==> config.mk <==
export PLATFORM = sky130hd
export DESIGN_NAME = clock_monitor_flat
export DESIGN_NICKNAME = d
export VERILOG_FILES = /design/src/rtl/clock_monitor_if.sv /design/src/rtl/clock_monitor.sv /design/src/flat_wrapper.sv
export SDC_FILE = /design/constraint.sdc
export NUM_CORES = 1
export LEC_CHECK = 0
export CAP_MARGIN = 10
export CORE_ASPECT_RATIO = 0.7
export CORE_MARGIN = 8
export CORE_UTILIZATION = 44
export CTS_BUF_LIST = sky130_fd_sc_hd__clkbuf_4 sky130_fd_sc_hd__clkbuf_8 sky130_fd_sc_hd__clkbuf_16
export CTS_CLUSTER_DIAMETER = 120
export DETAILED_ROUTE_END_ITERATION = 12
export GPL_TIMING_DRIVEN = 0
export MAX_ROUTING_LAYER = met4
export PLACE_DENSITY = 0.67
export SYNTH_ARGS = -nofsm -noshare
export SYNTH_HDL_FRONTEND = slang
export SYNTH_SLANG_ARGS = --single-unit
==> constraint.sdc <==
create_clock -name clk -period 3.08 [get_ports clk]
set_input_delay 0.77 -clock clk [delete_from_list [all_inputs] [get_ports clk]]
set_output_delay 0.77 -clock clk [all_outputs]
set_load 0.05 [all_outputs]
==> src/rtl/clock_monitor_if.sv <==
// Signal bundle between a monitored-clock source and the clock_monitor block.
// The source side drives mon_clk/clear; the monitor side drives the measurement results.
interface clock_monitor_if #(
  parameter int CNT_W = 16
);
  logic             mon_clk;
  logic             clear;
  logic             meas_valid;
  logic [CNT_W-1:0] period_cycles;
  logic [CNT_W-1:0] high_cycles;
  logic             freq_err;
  logic             locked;
  logic             clk_present;
  logic             stop_evt;

  modport master (
    output mon_clk, clear,
    input  meas_valid, period_cycles, high_cycles, freq_err, locked, clk_present, stop_evt
  );

  modport slave (
    input  mon_clk, clear,
    output meas_valid, period_cycles, high_cycles, freq_err, locked, clk_present, stop_evt
  );
endinterface

==> src/rtl/clock_monitor.sv <==
// Samples an asynchronous clock as data in the clk domain and reports its period, high
// time, frequency error, lock and stopped-clock status.
//
//   state   | meaning
//   ACQUIRE | waiting for the first rise; partial period is discarded
//   ARM     | counting the first full period, no frequency check yet
//   TRACK   | measuring every period, checking it against EXP_PERIOD
//   STOPPED | no edge for TIMEOUT cycles; next rise re-arms
module clock_monitor #(
  parameter int SYNC_STAGES = 2,
  parameter int CNT_W       = 16,
  parameter int EXP_PERIOD  = 10,
  parameter int TOL         = 1,
  parameter int LOCK_COUNT  = 4,
  parameter int TIMEOUT     = 64
) (
  input  logic           clk,
  input  logic           async_reset_n,
  clock_monitor_if.slave bus
);

  localparam int IDLE_W = $clog2(TIMEOUT + 1);
  localparam int GOOD_W = $clog2(LOCK_COUNT + 1);
  localparam logic [CNT_W-1:0] CNT_MAX = {CNT_W{1'b1}};

  typedef enum logic [1:0] {ACQUIRE, ARM, TRACK, STOPPED} state_t;

  state_t state, state_next;

  logic [SYNC_STAGES-1:0] sync;
  logic                   s_prev;
  logic                   rise;
  logic                   fall;
  logic [CNT_W-1:0]       cnt;
  logic [CNT_W-1:0]       hcnt;
  logic [IDLE_W-1:0]      idle;
  logic [GOOD_W-1:0]      good;

  logic [CNT_W:0]         cnt_x;
  logic [CNT_W:0]         diff;
  logic                   period_bad;
  logic                   timeout_hit;
  logic                   take_meas;
  logic                   do_check;
  logic                   stop_go;

  logic                   meas_valid_r;
  logic [CNT_W-1:0]       period_r;
  logic [CNT_W-1:0]       high_r;
  logic                   freq_err_r;
  logic                   locked_r;
  logic                   clk_present_r;
  logic                   stop_evt_r;

  // Edge pulses are registered, so the measurement lands SYNC_STAGES+2 cycles after the input edge
  always_ff @(posedge clk or negedge async_reset_n) begin
    if (!async_reset_n) begin
      sync   <= '0;
      s_prev <= 1'b0;
      rise   <= 1'b0;
      fall   <= 1'b0;
    end else begin
      sync   <= {sync[SYNC_STAGES-2:0], bus.mon_clk};
      s_prev <= sync[SYNC_STAGES-1];
      rise   <= sync[SYNC_STAGES-1] & ~s_prev;
      fall   <= ~sync[SYNC_STAGES-1] & s_prev;
    end
  end

  always_ff @(posedge clk or negedge async_reset_n) begin
    if (!async_reset_n) begin
      cnt  <= '0;
      hcnt <= '0;
      idle <= '0;
    end else begin
      if (rise)
        cnt <= CNT_W'(1);
      else if (cnt != CNT_MAX)
        cnt <= cnt + CNT_W'(1);

      if (fall && (state == ARM || state == TRACK))
        hcnt <= cnt;

      if (rise || fall)
        idle <= '0;
      else if (idle != IDLE_W'(TIMEOUT))
        idle <= idle + IDLE_W'(1);
    end
  end

  // Difference taken one bit wider than cnt so it never wraps
  always_comb begin
    cnt_x      = {1'b0, cnt};
    diff       = (cnt_x >= (CNT_W+1)'(EXP_PERIOD)) ? cnt_x - (CNT_W+1)'(EXP_PERIOD)
                                                   : (CNT_W+1)'(EXP_PERIOD) - cnt_x;
    period_bad = (cnt == CNT_MAX) || (diff > (CNT_W+1)'(TOL));
  end

  assign timeout_hit = !rise && !fall && (idle >= IDLE_W'(TIMEOUT - 1));

  always_ff @(posedge clk or negedge async_reset_n) begin
    if (!async_reset_n)
      state <= ACQUIRE;
    else
      state <= state_next;
  end

  always_comb begin
    state_next = state;
    take_meas  = 1'b0;
    do_check   = 1'b0;
    stop_go    = 1'b0;
    if (bus.clear) begin
      state_next = ACQUIRE;
    end else if (timeout_hit && state != STOPPED) begin
      state_next = STOPPED;
      stop_go    = 1'b1;
    end else if (rise) begin
      case (state)
        ACQUIRE: state_next = ARM;
        ARM: begin
          state_next = TRACK;
          take_meas  = 1'b1;
        end
        TRACK: begin
          take_meas = 1'b1;
          do_check  = 1'b1;
        end
        STOPPED: state_next = ARM;
        default: state_next = ACQUIRE;
      endcase
    end
  end

  always_ff @(posedge clk or negedge async_reset_n) begin
    if (!async_reset_n) begin
      meas_valid_r  <= 1'b0;
      period_r      <= '0;
      high_r        <= '0;
      freq_err_r    <= 1'b0;
      locked_r      <= 1'b0;
      clk_present_r <= 1'b0;
      stop_evt_r    <= 1'b0;
      good          <= '0;
    end else begin
      meas_valid_r <= take_meas;
      freq_err_r   <= do_check && period_bad;
      stop_evt_r   <= stop_go && clk_present_r;

      if (take_meas) begin
        period_r <= cnt;
        high_r   <= hcnt;
      end

      if (stop_go)
        clk_present_r <= 1'b0;
      else if (rise)
        clk_present_r <= 1'b1;

      if (bus.clear || stop_go) begin
        good     <= '0;
        locked_r <= 1'b0;
      end else if (do_check) begin
        if (period_bad) begin
          good     <= '0;
          locked_r <= 1'b0;
        end else begin
          if (good != GOOD_W'(LOCK_COUNT))
            good <= good + GOOD_W'(1);
          locked_r <= (good >= GOOD_W'(LOCK_COUNT - 1));
        end
      end
    end
  end

  assign bus.meas_valid    = meas_valid_r;
  assign bus.period_cycles = period_r;
  assign bus.high_cycles   = high_r;
  assign bus.freq_err      = freq_err_r;
  assign bus.locked        = locked_r;
  assign bus.clk_present   = clk_present_r;
  assign bus.stop_evt      = stop_evt_r;

endmodule
==> src/flat_wrapper.sv <==
// flat-port wrapper written by rule: the top's interface ports become plain ports
module clock_monitor_flat 
#(
  parameter int SYNC_STAGES = 2,
  parameter int CNT_W       = 16,
  parameter int EXP_PERIOD  = 10,
  parameter int TOL         = 1,
  parameter int LOCK_COUNT  = 4,
  parameter int TIMEOUT     = 64
)
  (clk, async_reset_n, bus_mon_clk, bus_clear, bus_meas_valid, bus_period_cycles, bus_high_cycles, bus_freq_err, bus_locked, bus_clk_present, bus_stop_evt);
  clock_monitor_if #(.CNT_W(CNT_W)) bus_i ();
  input  logic clk;
  input  logic async_reset_n;
  input wire logic [$bits(bus_i.mon_clk)-1:0] bus_mon_clk;
  input wire logic [$bits(bus_i.clear)-1:0] bus_clear;
  output wire logic [$bits(bus_i.meas_valid)-1:0] bus_meas_valid;
  output wire logic [$bits(bus_i.period_cycles)-1:0] bus_period_cycles;
  output wire logic [$bits(bus_i.high_cycles)-1:0] bus_high_cycles;
  output wire logic [$bits(bus_i.freq_err)-1:0] bus_freq_err;
  output wire logic [$bits(bus_i.locked)-1:0] bus_locked;
  output wire logic [$bits(bus_i.clk_present)-1:0] bus_clk_present;
  output wire logic [$bits(bus_i.stop_evt)-1:0] bus_stop_evt;
  assign bus_i.mon_clk = bus_mon_clk;
  assign bus_i.clear = bus_clear;
  assign bus_meas_valid = bus_i.meas_valid;
  assign bus_period_cycles = bus_i.period_cycles;
  assign bus_high_cycles = bus_i.high_cycles;
  assign bus_freq_err = bus_i.freq_err;
  assign bus_locked = bus_i.locked;
  assign bus_clk_present = bus_i.clk_present;
  assign bus_stop_evt = bus_i.stop_evt;
  clock_monitor #(.SYNC_STAGES(SYNC_STAGES), .CNT_W(CNT_W), .EXP_PERIOD(EXP_PERIOD), .TOL(TOL), .LOCK_COUNT(LOCK_COUNT), .TIMEOUT(TIMEOUT)) u_core (.clk(clk), .async_reset_n(async_reset_n), .bus(bus_i));
endmodule
# Word-level counts from Yosys, hierarchy flattened

Cells that the tools add are included.

Bits in registers: 86
Input bits: 4
Output and inout bits: 37
Word-level logic and storage cells: 89

$add $sub $neg: 5
$lt $le $gt $ge: 4
Equality and inequality tests: 8
Muxes and demuxes: 28
Bitwise gates (word level): 4
Reduce and logical (&&, ||, !) cells: 24

Operators by type and width:

| kind                  | count |
|---|---|
| $mux 16               | 2 |
| $gt 17x1->1 const B   | 1 |
| $mux 17               | 1 |
| $sub 16x4->17 const B | 1 |
| $sub 4x16->17 const A | 1 |
| $add 16x1->16 const B | 1 |
| $eq 16x16->1 const B  | 1 |
| $ge 16x4->1 const B   | 1 |
| $ne 16x16->1 const B  | 1 |
| $mux 1                | 15 |
| $mux 7                | 2 |
| $mux 3                | 4 |
| $reduce_bool 2->1     | 4 |
| $add 7x1->7 const B   | 1 |
| $ge 7x6->1 const B    | 1 |
| $ne 7x7->1 const B    | 1 |
| $logic_and 1x1->1     | 6 |
| $mux 2                | 3 |
| $reduce_bool 3->1     | 2 |
| $eq 2x2->1 const B    | 2 |
| $logic_or 1x1->1      | 4 |
| $pmux 2 s2            | 1 |
| $reduce_and 2->1      | 2 |
| $reduce_bool 4->1     | 1 |
| other kinds (10)      | 14 |

# Longest topological paths before layout

Gate-level depths: netlist (run 1).

Depth in word-level cells: 9
Depth in mapped cells: 10
Mapped depth without buffers: 9

# Worst setup path before layout (run 1)

Ideal clock, no wire load.

Path kind: register to register
Start point: register u_core.cnt[14]
End point: register u_core.locked_r, in the netlist u_core.bus.locked
Setup time: 96 ps
Data arrival time: 2760 ps
Required time: 2984 ps
Path slack: 224 ps
Stages on the path, launching flop included: 9
Path buffers: 1
Period minus slack after synthesis: 2856 ps
Cell sequence: dfrtp_1 -> or4_1 -> or2_0 -> buf_2 -> or4_4 -> a41oi_2 -> o211ai_2 -> or3_1 -> o32ai_2

Word-level cells in the longest chain between the ends: 7
Elaborated cells on any way between the ends: 10
Those cells by class: add/sub: 2; order compare: 2; eq/ne: 1; mux: 4; reduce/logical: 1

RTL lines:

| item                                        | line                 | RTL |
|---|---|---|
| from (decl)                                 | clock_monitor.sv:34  | `logic [CNT_W-1:0] cnt;` |
| from (signal assigned)                      | clock_monitor.sv:79  | `cnt <= cnt + CNT_W'(1);` |
| $sub 4x16->17, or another cell as far along | clock_monitor.sv:95  | `: (CNT_W+1)'(EXP_PERIOD) - cnt_x;` |
| $mux 17                                     | clock_monitor.sv:94  | `diff = (cnt_x >= (CNT_W+1)'(EXP_PERIOD)) ? cnt_x - (CNT_W+1)'(EXP_PERIOD)` |
| $gt 17x1->1                                 | clock_monitor.sv:96  | `period_bad = (cnt == CNT_MAX) \|\| (diff > (CNT_W+1)'(TOL));` |
| $logic_or 1x1->1 (*)                        | clock_monitor.sv:96  |  |
| $mux 1 (*)                                  | clock_monitor.sv:164 | `if (period_bad) begin` |
| $mux 1 (*)                                  | clock_monitor.sv:163 | `end else if (do_check) begin` |
| $mux 1 (*)                                  | clock_monitor.sv:160 | `if (bus.clear \|\| stop_go) begin` |
| to (signal assigned)                        | clock_monitor.sv:170 | `locked_r <= (good >= GOOD_W'(LOCK_COUNT - 1));` |
| to (decl)                                   | clock_monitor.sv:51  | `logic locked_r;` |

Every way passes the cells marked *; elsewhere a longest branch is shown, timed or not. The select of a mux whose other input is x is not followed.
A chain may end at the register's enable or synchronous reset.

# Final worst setup path (run 1)

Ends and elaborated chain as after synthesis.

==> results_dict.tcl, run 1 <==
set metrics [dict create \
    status "completed" \
    layout_min_cycle_time_ps 2950 \
    cts_tree "done" \
    die_h_um 97.14 \
    overflow 0 \
    totalWireLength_mm 8.710 \
    setup_viol 0 \
    clk_latency_ps 340 \
    p_int_mw 2.308 \
    combinationalPowerShare_pct 30.0 \
    grt_pass1_vias 2968 \
    grt_max_degree 67 \
    setup.worst_path.class "reg2reg" \
    rrSetupSlack_ps 130 \
    cts.clk_slew.worst_paths_ps 70 \
    ant_nets 0 \
    report.final.slew_viol_count 0 \
    fmax_mhz 339.0 \
    final_layout_size_suffix_gt1_share_pct 21.55 \
    ys.flop_type "dfrtp_1" \
    netlist_instances 367 \
    p_switching_mw 1.200 \
    grt_use_met2_pct 20.61 \
    hold_ws_ps 323.1 \
    numPortBuffers 39 \
    fin_ws_ps 130.4 \
    grt.total_usage_pct 14.93 \
    antenna_found_initial 0 \
    pwr-share-seq_pct 38.5 \
    synth-seq-area-share_pct 52.01 \
    cts.sinks 86 \
    cp-end-kind "register" \
    r2r_cells 8 \
    p_clk_share_pct 31.4 \
    cap_violations 0 \
    core_region_area_um2 9107 \
    vias 2946 \
    top_usage_layer "met2" \
    yosysUniqueCellTypes 53 \
    clock_path_buffers 2 \
    clockRootBuffer "clkbuf_16" \
    ios 41 \
    ys_warn_count 0 \
    use_met1_pct 20.30 \
    syn_to_final_growth_pct 23.40 \
    dr.pass1.iters 4 \
    synth_edf_count 0 \
    mappedNetlistArea_um2 4138 \
    power_density_nw_per_um2 687.0 \
    cts_made_buffers 9 \
    async_reset_ff_share_pct 100.0 \
    critPathRequiredTime_ps 3320 \
    critPathMaxFanout 6 \
    reg2reg_to "u_core.bus.locked" \
    worst_pin_slew_ps 870.8 \
    dp_hpwl_mm 6.221 \
    nets 439 \
    peakVddDrop_mv 0.4297 \
    syn_avg_cell_area_um2 11.27 \
    start_util_pct 45.43 \
    grt_pass1_wl_mm 15.37 \
    drt_iter0_drc 168 \
    die_x_um 131.9 \
    leakage_nw 2.334 \
    row_count 29 \
    worstReg2RegStart "u_core.cnt[14]" \
    netSwitchingFraction_pct 34.20 \
    die_area_um2 12810 \
    finalCritPeriodShare_pct 95.77 \
    globalRouteMet3Util_pct 5.114 \
    drc 0 \
    finalClockSkew_ps 12.70 \
    wl_per_cell_um 15.81 \
    critical_path_arrival_ps 3190 \
    synth-seq-cells 86 \
    grt_setup_unrepaired "no" \
    slew_headroom_pct 41.82 \
    syn-num-nets 384 \
    cts-htree-levels 3 \
    antenna_cells 0 \
    routed_via_density 5.347 \
    startpoint_type "register" \
    dp_slack_ps -69.53 \
    place_congestion 0.8537 \
    min_path_type "in2async" \
    finalHoldViolCount 0 \
]
## cells in the mapped netlist, types with 2 or more instances
master	instances	area (µm²)
nor4b_1	2	17.52
a21boi_0	2	15.01
or2_2	3	18.77
inv_1	12	45.04
nand3_1	8	40.04
a21oi_1	11	55.05
xnor2_1	7	61.31
mux2i_1	3	30.03
ha_1	13	162.7
nor2b_1	5	31.28
a211o_1	2	17.52
and2_1	3	18.77
xor2_1	7	61.31
mux2_2	49	551.8
and3_1	4	25.02
nor3_1	8	40.04
a211oi_1	5	37.54
nand3b_1	3	22.52
dfrtp_1	86	2152
o21ai_0	14	70.07
clkbuf_1	17	63.81
or3_1	5	31.28
nor3b_1	2	15.01
nand4_1	3	18.77
nor2_1	24	90.09
nand4b_1	3	26.28
or4_1	2	15.01
nand2b_1	5	31.28
nor4_1	5	31.28
nand2_1	29	108.9
and4_1	3	26.28
## what timing repair did
item	4_1_cts	5_1_grt
pin swaps	0	2
gates resized for setup	4	9
setup endpoints to repair	1	5
hold buffers	0	0
setup buffers	0	5
## how the worst max path moves through the flow
| stage | slack [ps] | cells past startpoint | to | start |
|---|---|---|---|---|
| detailed placement | -70 | 8 | u_core.bus.locked | u_core.cnt[7] |
| CTS | 4 | 8 | u_core.bus.locked | u_core.cnt[14] |
| global placement | -1880 | 1 | u_core.idle[2] | async_reset_n |
| finish | 130 | 8 | u_core.bus.locked | u_core.cnt[14] |
| floorplan | 220 | 8 | u_core.bus.locked | u_core.cnt[14] |
| global route | 10 | 8 | u_core.bus.locked | u_core.cnt[14] |
## registers in the layout, indices dropped and copies added, names as in the netlist, 2 cells and up
register	flops
u_core.bus.high_cycles	16
u_core.idle	7
u_core.good	3
u_core.cnt	16
u_core.state	2
u_core.bus.period_cycles	16
u_core.hcnt	16
u_core.sync	2
## area by class of cell
cell class | count | area (µm²)
buffer | 17 | 65.06
clock buffer | 9 | 225.2
clock inverter | 7 | 82.58
fill | 802 | 4001
inverter | 12 | 45.04
multi-input combinational | 251 | 1926
sequential | 86 | 2155
tap | 124 | 155.1
timing repair buffer | 45 | 452.9
## metal layers
layer | routed length [µm] | vias up | part of all wire, %
li1 | - | 1414 | -
met1 | 4382 | 1450 | 50
met2 | 3683 | 73 | 42
met3 | 551 | 9 | 6.3
met4 | 92 | 0 | 1.1
met5 | 0 | - | 0
## worst max-delay path, stage by stage, from the launching register on
cell and delay (ps):
dfrtp_2 430, or4_4 540, or2_0 210, buf_2 160, or4_4 530, a41oi_2 190, o211ai_4 130, or3_4 410
o32ai_2 250
## logic make-up (layout without fill, tap and decap cells)
group	count (synthesis)	count (layout)	share of synthesized area (%)
and+or+nand+nor	121	121	15.51
DFF	86	86	52.01
muxes	52	52	14.06
AOI/OAI and AO/OA	51	51	8.770
buffers and inverters	30	90	2.752
xor gates and xnor gates	14	14	2.963
adders and majority gates	13	13	3.931
## placed cells by master, fill, tap and decap left out, types with 9 or more instances in the layout
| cell | count |
|---|---|
| a21oi_1 | 11 |
| clkbuf_16 | 9 |
| clkbuf_1 | 16 |
| mux2_2 | 49 |
| ha_1 | 13 |
| dfrtp_1 | 84 |
| clkdlybuf4s50_1 | 38 |
| inv_1 | 12 |
| o21ai_0 | 14 |
| nor2_1 | 24 |
| nand2_1 | 29 |
## metrics by stage
step                      setup TNS, ps  std cells  instance area [µm²]  utilization [%]  power, mW
after detailed placement         -69.53        531                 4708            51.70      2.383
after global placement          -161290        530                 4683            51.42      2.358
after floorplan                       0        367                 4138                -      2.084
final                                 0        551                 5106            56.07      3.508
after global routing                  0        551                 5106            56.07      3.707
after CTS                             0        547                 5025            55.17      3.496
## power by group through the flow
stage / combinational, mW / sequential, mW / clock [mW]
after floorplan: 0.569 / 1.52 / 0
after global placement: 1.01 / 1.35 / 0
after detailed placement: 1.02 / 1.36 / 0
after CTS: 1.03 / 1.34 / 1.13
after global routing: 1.15 / 1.37 / 1.18
final: 1.05 / 1.35 / 1.10
(Power assumes the default switching activity.)
==> run 2, diff against run 1 <==
Settings changed: CORE_MARGIN 8 to default, GPL_ROUTABILITY_DRIVEN from default to 0, SLEW_MARGIN from default to 25.
==> run 2 against run 1 <==
  * Die area shrank 23%
  * Highest routed layer unchanged
  * Register-to-register slack lost 20 ps
  * Maximum frequency decreased by 0.82%
  * Core utilization up 0.15 points
  * Non-clock buffer count fell by 1
  * Final cell count is 0.18% lower
  * Global-route usage increased by 4.5 points
  * Largest power group unchanged
  * Critical path depth did not move
==> results_dict.tcl, run 2 (synthesis gave the netlist of run 1 again) <==
set metrics [dict create \
    placed_area_um2 4712 \
    cp-end-kind "register" \
    setup.worst_path.class "reg2reg" \
    reg2reg_to "u_core.bus.locked" \
    crit_path_start "u_core.cnt[11]" \
    design_area_um2 5120 \
    startpoint_type "register" \
    totalWireLength_mm 8.540 \
    setup_tns_ps 0 \
    setup_viol 0 \
    final_common_cell "dfrtp_1" \
    fin_ws_ps 105.9 \
    vias 2900 \
    critical_path_arrival_ps 3220 \
    peakVddDrop_mv 0.4133 \
    grt_pass1_vias 2904 \
    overflow 0 \
    netSwitchingFraction_pct 33.64 \
    wl_per_cell_um 15.53 \
    grt.total_usage_pct 19.41 \
    dp_hpwl_mm 5.937 \
    routed_via_density 5.273 \
    final_layout_size_suffix_gt1_share_pct 20.42 \
    endpoint "u_core.bus.locked" \
    finalHoldViolCount 0 \
    die_h_um 83.14 \
    dr.pass1.iters 4 \
    drc 0 \
    critPathRequiredTime_ps 3330 \
    ant_nets 0 \
    grt_pass1_wl_mm 14.41 \
    clk_latency_ps 350 \
    slew_headroom_pct 40.68 \
    power_density_nw_per_um2 704.3 \
    fmax_mhz 336.2 \
    antenna_cells 0 \
    syn_to_final_growth_pct 23.74 \
    cts-htree-levels 3 \
    dp_slack_ps -83.66 \
    nets 438 \
    cts_tree "done" \
    worstReg2RegStart "u_core.cnt[11]" \
    postCtsHoldBufs 0 \
    p_clk_share_pct 33.1 \
    clockRootBuffer "clkbuf_16" \
    cts.clk_slew.worst_paths_ps 60 \
    critPathMaxFanout 6 \
    drt_iter0_drc 126 \
    leakage_nw 2.343 \
    start_util_pct 45.43 \
    row_count 29 \
    final_cell_mix "dfrtp_1, mux2_2, clkdlybuf4s50_1, nand2_1, nor2_1" \
    ios 41 \
    worst_pin_slew_ps 887.9 \
    min_path_type "in2async" \
    layout_min_cycle_time_ps 2974 \
    p_switching_mw 1.213 \
    clock_path_buffers 2 \
    cts_made_buffers 9 \
    report.final.slew_viol_count 0 \
    rrSetupSlack_ps 110 \
    pwr-share-seq_pct 37.1 \
    die_x_um 117.9 \
    die_area_um2 9802 \
    finalCritPeriodShare_pct 96.56 \
    r2r_cells 8 \
    antenna_found_initial 0 \
    cap_violations 0 \
    status "completed" \
    p_int_mw 2.393 \
    p_total_mw 3.606 \
    hold_ws_ps 302.8 \
    finalClockSkew_ps 7.128 \
    core_region_area_um2 9107 \
    numPortBuffers 39 \
    combinationalPowerShare_pct 29.8 \
    cts.sinks 86 \
    grt_max_degree 56 \
]
[run 2: worst min path at each step]
stage	startpoint	end	slack, ps	depth (start not counted)
2_1_floorplan	u_core.sync[0]	u_core.sync[1]	330	0
3_3_place_gp	u_core.sync[0]	u_core.sync[1]	330	0
3_5_place_dp	u_core.sync[0]	u_core.sync[1]	340	0
4_1_cts	async_reset_n	u_core.bus.high_cycles[7]	300	1
5_1_grt	async_reset_n	u_core.hcnt[5]	310	1
6_report	async_reset_n	u_core.bus.high_cycles[7]	300	1
[run 2: layout make-up]
cell class              instances  area, µm²
plain buffers                  18      68.82
clock buffers                   9      225.2
clock inverters                 7      106.4
fillers                       756       3988
inverters                      12      45.04
multi-input cells             251       1923
flip-flops and latches         86       2155
well taps                     124      155.1
repair buffers                 43      441.7
[run 2: through the flow]
| stage | utilization (%) | instances |
|---|---|---|
| after floorplan | - | 367 |
| after global placement | 51.42 | 530 |
| after detailed placement | 51.74 | 531 |
| after CTS | 55.45 | 547 |
| after global routing | 56.22 | 550 |
| final | 56.22 | 550 |
[run 2: power groups by stage]
stage                     combinational [mW]  sequential, mW  clock [mW]
after CTS                               1.03            1.34        1.23
after global placement                 0.998            1.35           0
after detailed placement                1.02            1.36           0
after global routing                    1.16            1.36        1.27
after floorplan                        0.569            1.52           0
final                                   1.08            1.34        1.19
[run 2: routing by layer]
| metal | part of all wire (%) | vias up | wire [µm] | track usage, % |
|---|---|---|---|---|
| met5 | 0 | - | 0 | - |
| met4 | 1.3 | 0 | 111 | 5.711 |
| met3 | 5.2 | 10 | 440 | 5.701 |
| met2 | 42 | 73 | 3565 | 26.58 |
| met1 | 52 | 1397 | 4423 | 27.66 |
| li1 | - | 1420 | - | - |
[run 2: critical path, cell delays in order, from the launching register on]
cell and delay [ps]:
dfrtp_1 500, or4_1 480, or2_0 210, buf_2 160
or4_4 550, a41oi_4 210, o211ai_4 120, or3_1 410
o32ai_2 250
[run 2: repair_timing]
item,in CTS,in global routing
pin swaps,0,1
buffers inserted,0,3
gates resized for setup,2,9
setup endpoints to repair,1,5
==> RTL edit (settings of run 1) <==
The 4 states of `state_t` get a one-hot encoding in 4 bits.
--- a/src/rtl/clock_monitor.sv
+++ b/src/rtl/clock_monitor.sv
@@ -24,5 +24,5 @@
   localparam logic [CNT_W-1:0] CNT_MAX = {CNT_W{1'b1}};
 
-  typedef enum logic [1:0] {ACQUIRE, ARM, TRACK, STOPPED} state_t;
+  typedef enum logic [3:0] {ACQUIRE = 4'b0001, ARM = 4'b0010, TRACK = 4'b0100, STOPPED = 4'b1000} state_t;
 
   state_t state, state_next;
Behaviour: same outputs for any inputs over 10 cycles, from zero or initial values and one cycle with async_reset_n low; not proved beyond that.
==> RTL edit against run 1 <==
  * Critical path depth is 1 lower
  * Fmax increased by 3.4%
  * Sequential share of layout area grew 0.75 points
  * Synthesized area up 1.5%
  * Wire length grew 1.8%
  * Cell area up 0.49%
  * Cell count increased by 8.7%
  * Die area up 1.3%
  * Worst setup slack improved by 97 ps
  * Sequential cell count increased by 2
  * Largest cell class unchanged
Power is not compared: it rests on default switching activity, and its combinational part moved more than twofold at a synthesized area within 25%.
==> RTL edit: results (changes against run 1) <==
{| class="wikitable"
! Metric !! Value
|-
| Routability congestion estimate from global placement || 0.862 (was 0.854)
|-
| Vias in the first global route || 3057 (was 2968)
|-
| Iteration-0 DRC count of the detailed router || 180 (was 168)
|-
| Worst slack, placed || -44.7 ps (was -69.5 ps)
|-
| Worst setup slack for register-to-register paths || 230 ps (was 130 ps)
|-
| Average routed wire per standard cell || 14.8 um (was 15.8 um)
|-
| Arrival @ worst endpoint || 3100 ps (was 3190 ps)
|-
| DRC Markers || 0 (unchanged)
|-
| Adder-cell share of the synthesized area || 3.28% (was 3.93%)
|-
| Fillers || 822 (was 802)
|-
| Post-synthesis sequential area ratio || 52.5% (was 52.0%)
|-
| Quantity of gates resized following cts || 0 (was 4)
|-
| Area fraction in compound gates after synthesis || 9.74% (was 8.77%)
|-
| Sum of net half-perimeters after detailed placement || 6480 um (was 6220 um)
|-
| Total global-route track usage || 14.8% (was 14.9%)
|-
| Largest net degree at the start of global routing || 51 (was 67)
|-
| Type of the worst min-delay path || register to register (was input port to async pin)
|-
| Top cells by count, synth || dfrtp_1 (87), nand2_1 (74), nor2_1 (29), mux2_2 (23), o21ai_0 (21) (was dfrtp_1 (86), mux2_2 (49), nand2_1 (29), nor2_1 (24), clkbuf_1 (17))
|-
| Nets in the synthesized netlist || 433 (was 384)
|-
| Share of post-route cells with drive strength above 1 || 12.0% (was 21.5%)
|-
| Worst setup path startpoint || u_core.cnt[9]$_DFFE_PN0P_ (was u_core.cnt[14]$_DFFE_PN0P_)
|-
| Largest stage delay, worst path || 490 ps (was 540 ps)
|-
| Fraction of post-synthesis cell area in the top cell type by area || 51.8% (was 52.0%)
|-
| Number of vias per cell after detailed routing || 5.18 (was 5.35)
|-
| Clock Skew || 3.16 ps (was 12.7 ps)
|-
| Final-stage net count || 485 (was 439)
|-
| Max_slew headroom || 29.2% (was 41.8%)
|-
| Status || completed (unchanged)
|-
| Start point of the worst min-delay path || u_core.sync[0]$_DFF_PN0_
|-
| Number of input and output port buffers inserted || 40 (was 39)
|-
| First-pass GRT wire length || 15300 um (was 15400 um)
|-
| Top area cells in the synthesized netlist || dfrtp_1 (52%), nand2_1 (6.6%), mux2_2 (6.2%) (was dfrtp_1 (52%), mux2_2 (13%), ha_1 (3.9%))
|-
| Post-synthesis cell type count || 55 (was 53)
|-
| Post-synthesis mux area share || 6.88% (was 14.1%)
|-
| Worst-path fanout max || 9 (was 6)
|-
| WHS || 348 ps (was 323 ps)
|}
## RTL edit: changes by cell type after synthesis, sizes merged, moves of 4 or more
cell   before  now
buf         1    8
nand2      29   74
nor2       24   29
nand4       3    7
o21ai      14   23
a31oi       1    7
or3         5    1
nor2b       5    9
nand3       8   17
mux2       49   23
## RTL edit: report_power, final
part           switching [mW]  total [mW]  internal, mW
sequential             0.0511        1.26          1.20
combinational           0.305       0.492         0.187
clock                   0.423        1.25         0.823
total                   0.779        2.99          2.21
## RTL edit: worst paths after layout
path                                                           end  depth (start not counted)
min                                       u_core.sync[1]$_DFF_PN0_                          0
max in group asynchronous              u_core.state[0]$_DFFE_PN1P_                          2
max                                  u_core.bus.locked$_DFFE_PN0P_                          7
max reg2reg                          u_core.bus.locked$_DFFE_PN0P_                          7
min in group asynchronous  u_core.bus.period_cycles[7]$_DFFE_PN0P_                          1
min reg2reg                               u_core.sync[1]$_DFF_PN0_                          0
## RTL edit: per-stage QoR
step	area, um^2	instances
after global routing	5130	599
after floorplan	4200	418
after global placement	4760	582
after detailed placement	4780	583
after CTS	5130	599
final	5130	599
## RTL edit: area by class of cell
class / count / area share (%)
multi-input combinational: 292 / 35.7
clock inverter: 5 / 2.02
sequential: 88 / 42.9
tap: 124 / 3.02
inverter: 12 / 0.878
timing repair buffer: 41 / 8.29
buffer: 26 / 2.37
clock buffer: 11 / 4.80
## RTL edit: worst register-to-register path, stage by stage, from the launching register on
cell	delay, ps
dfrtp_1	360
clkbuf_1	250
nor4_1	490
nand2_1	200
o41a_2	450
or4_1	410
a211o_1	370
o31ai_2	230
## RTL edit: metal layers
| layer | GRT usage (%) | part of all wire, % |
|---|---|---|
| met1 | 20.4 | 52 |
| met2 | 20.5 | 42 |
| met3 | 3.99 | 4.5 |
| met4 | 5.30 | 1.6 |
| met5 | - | 0 |
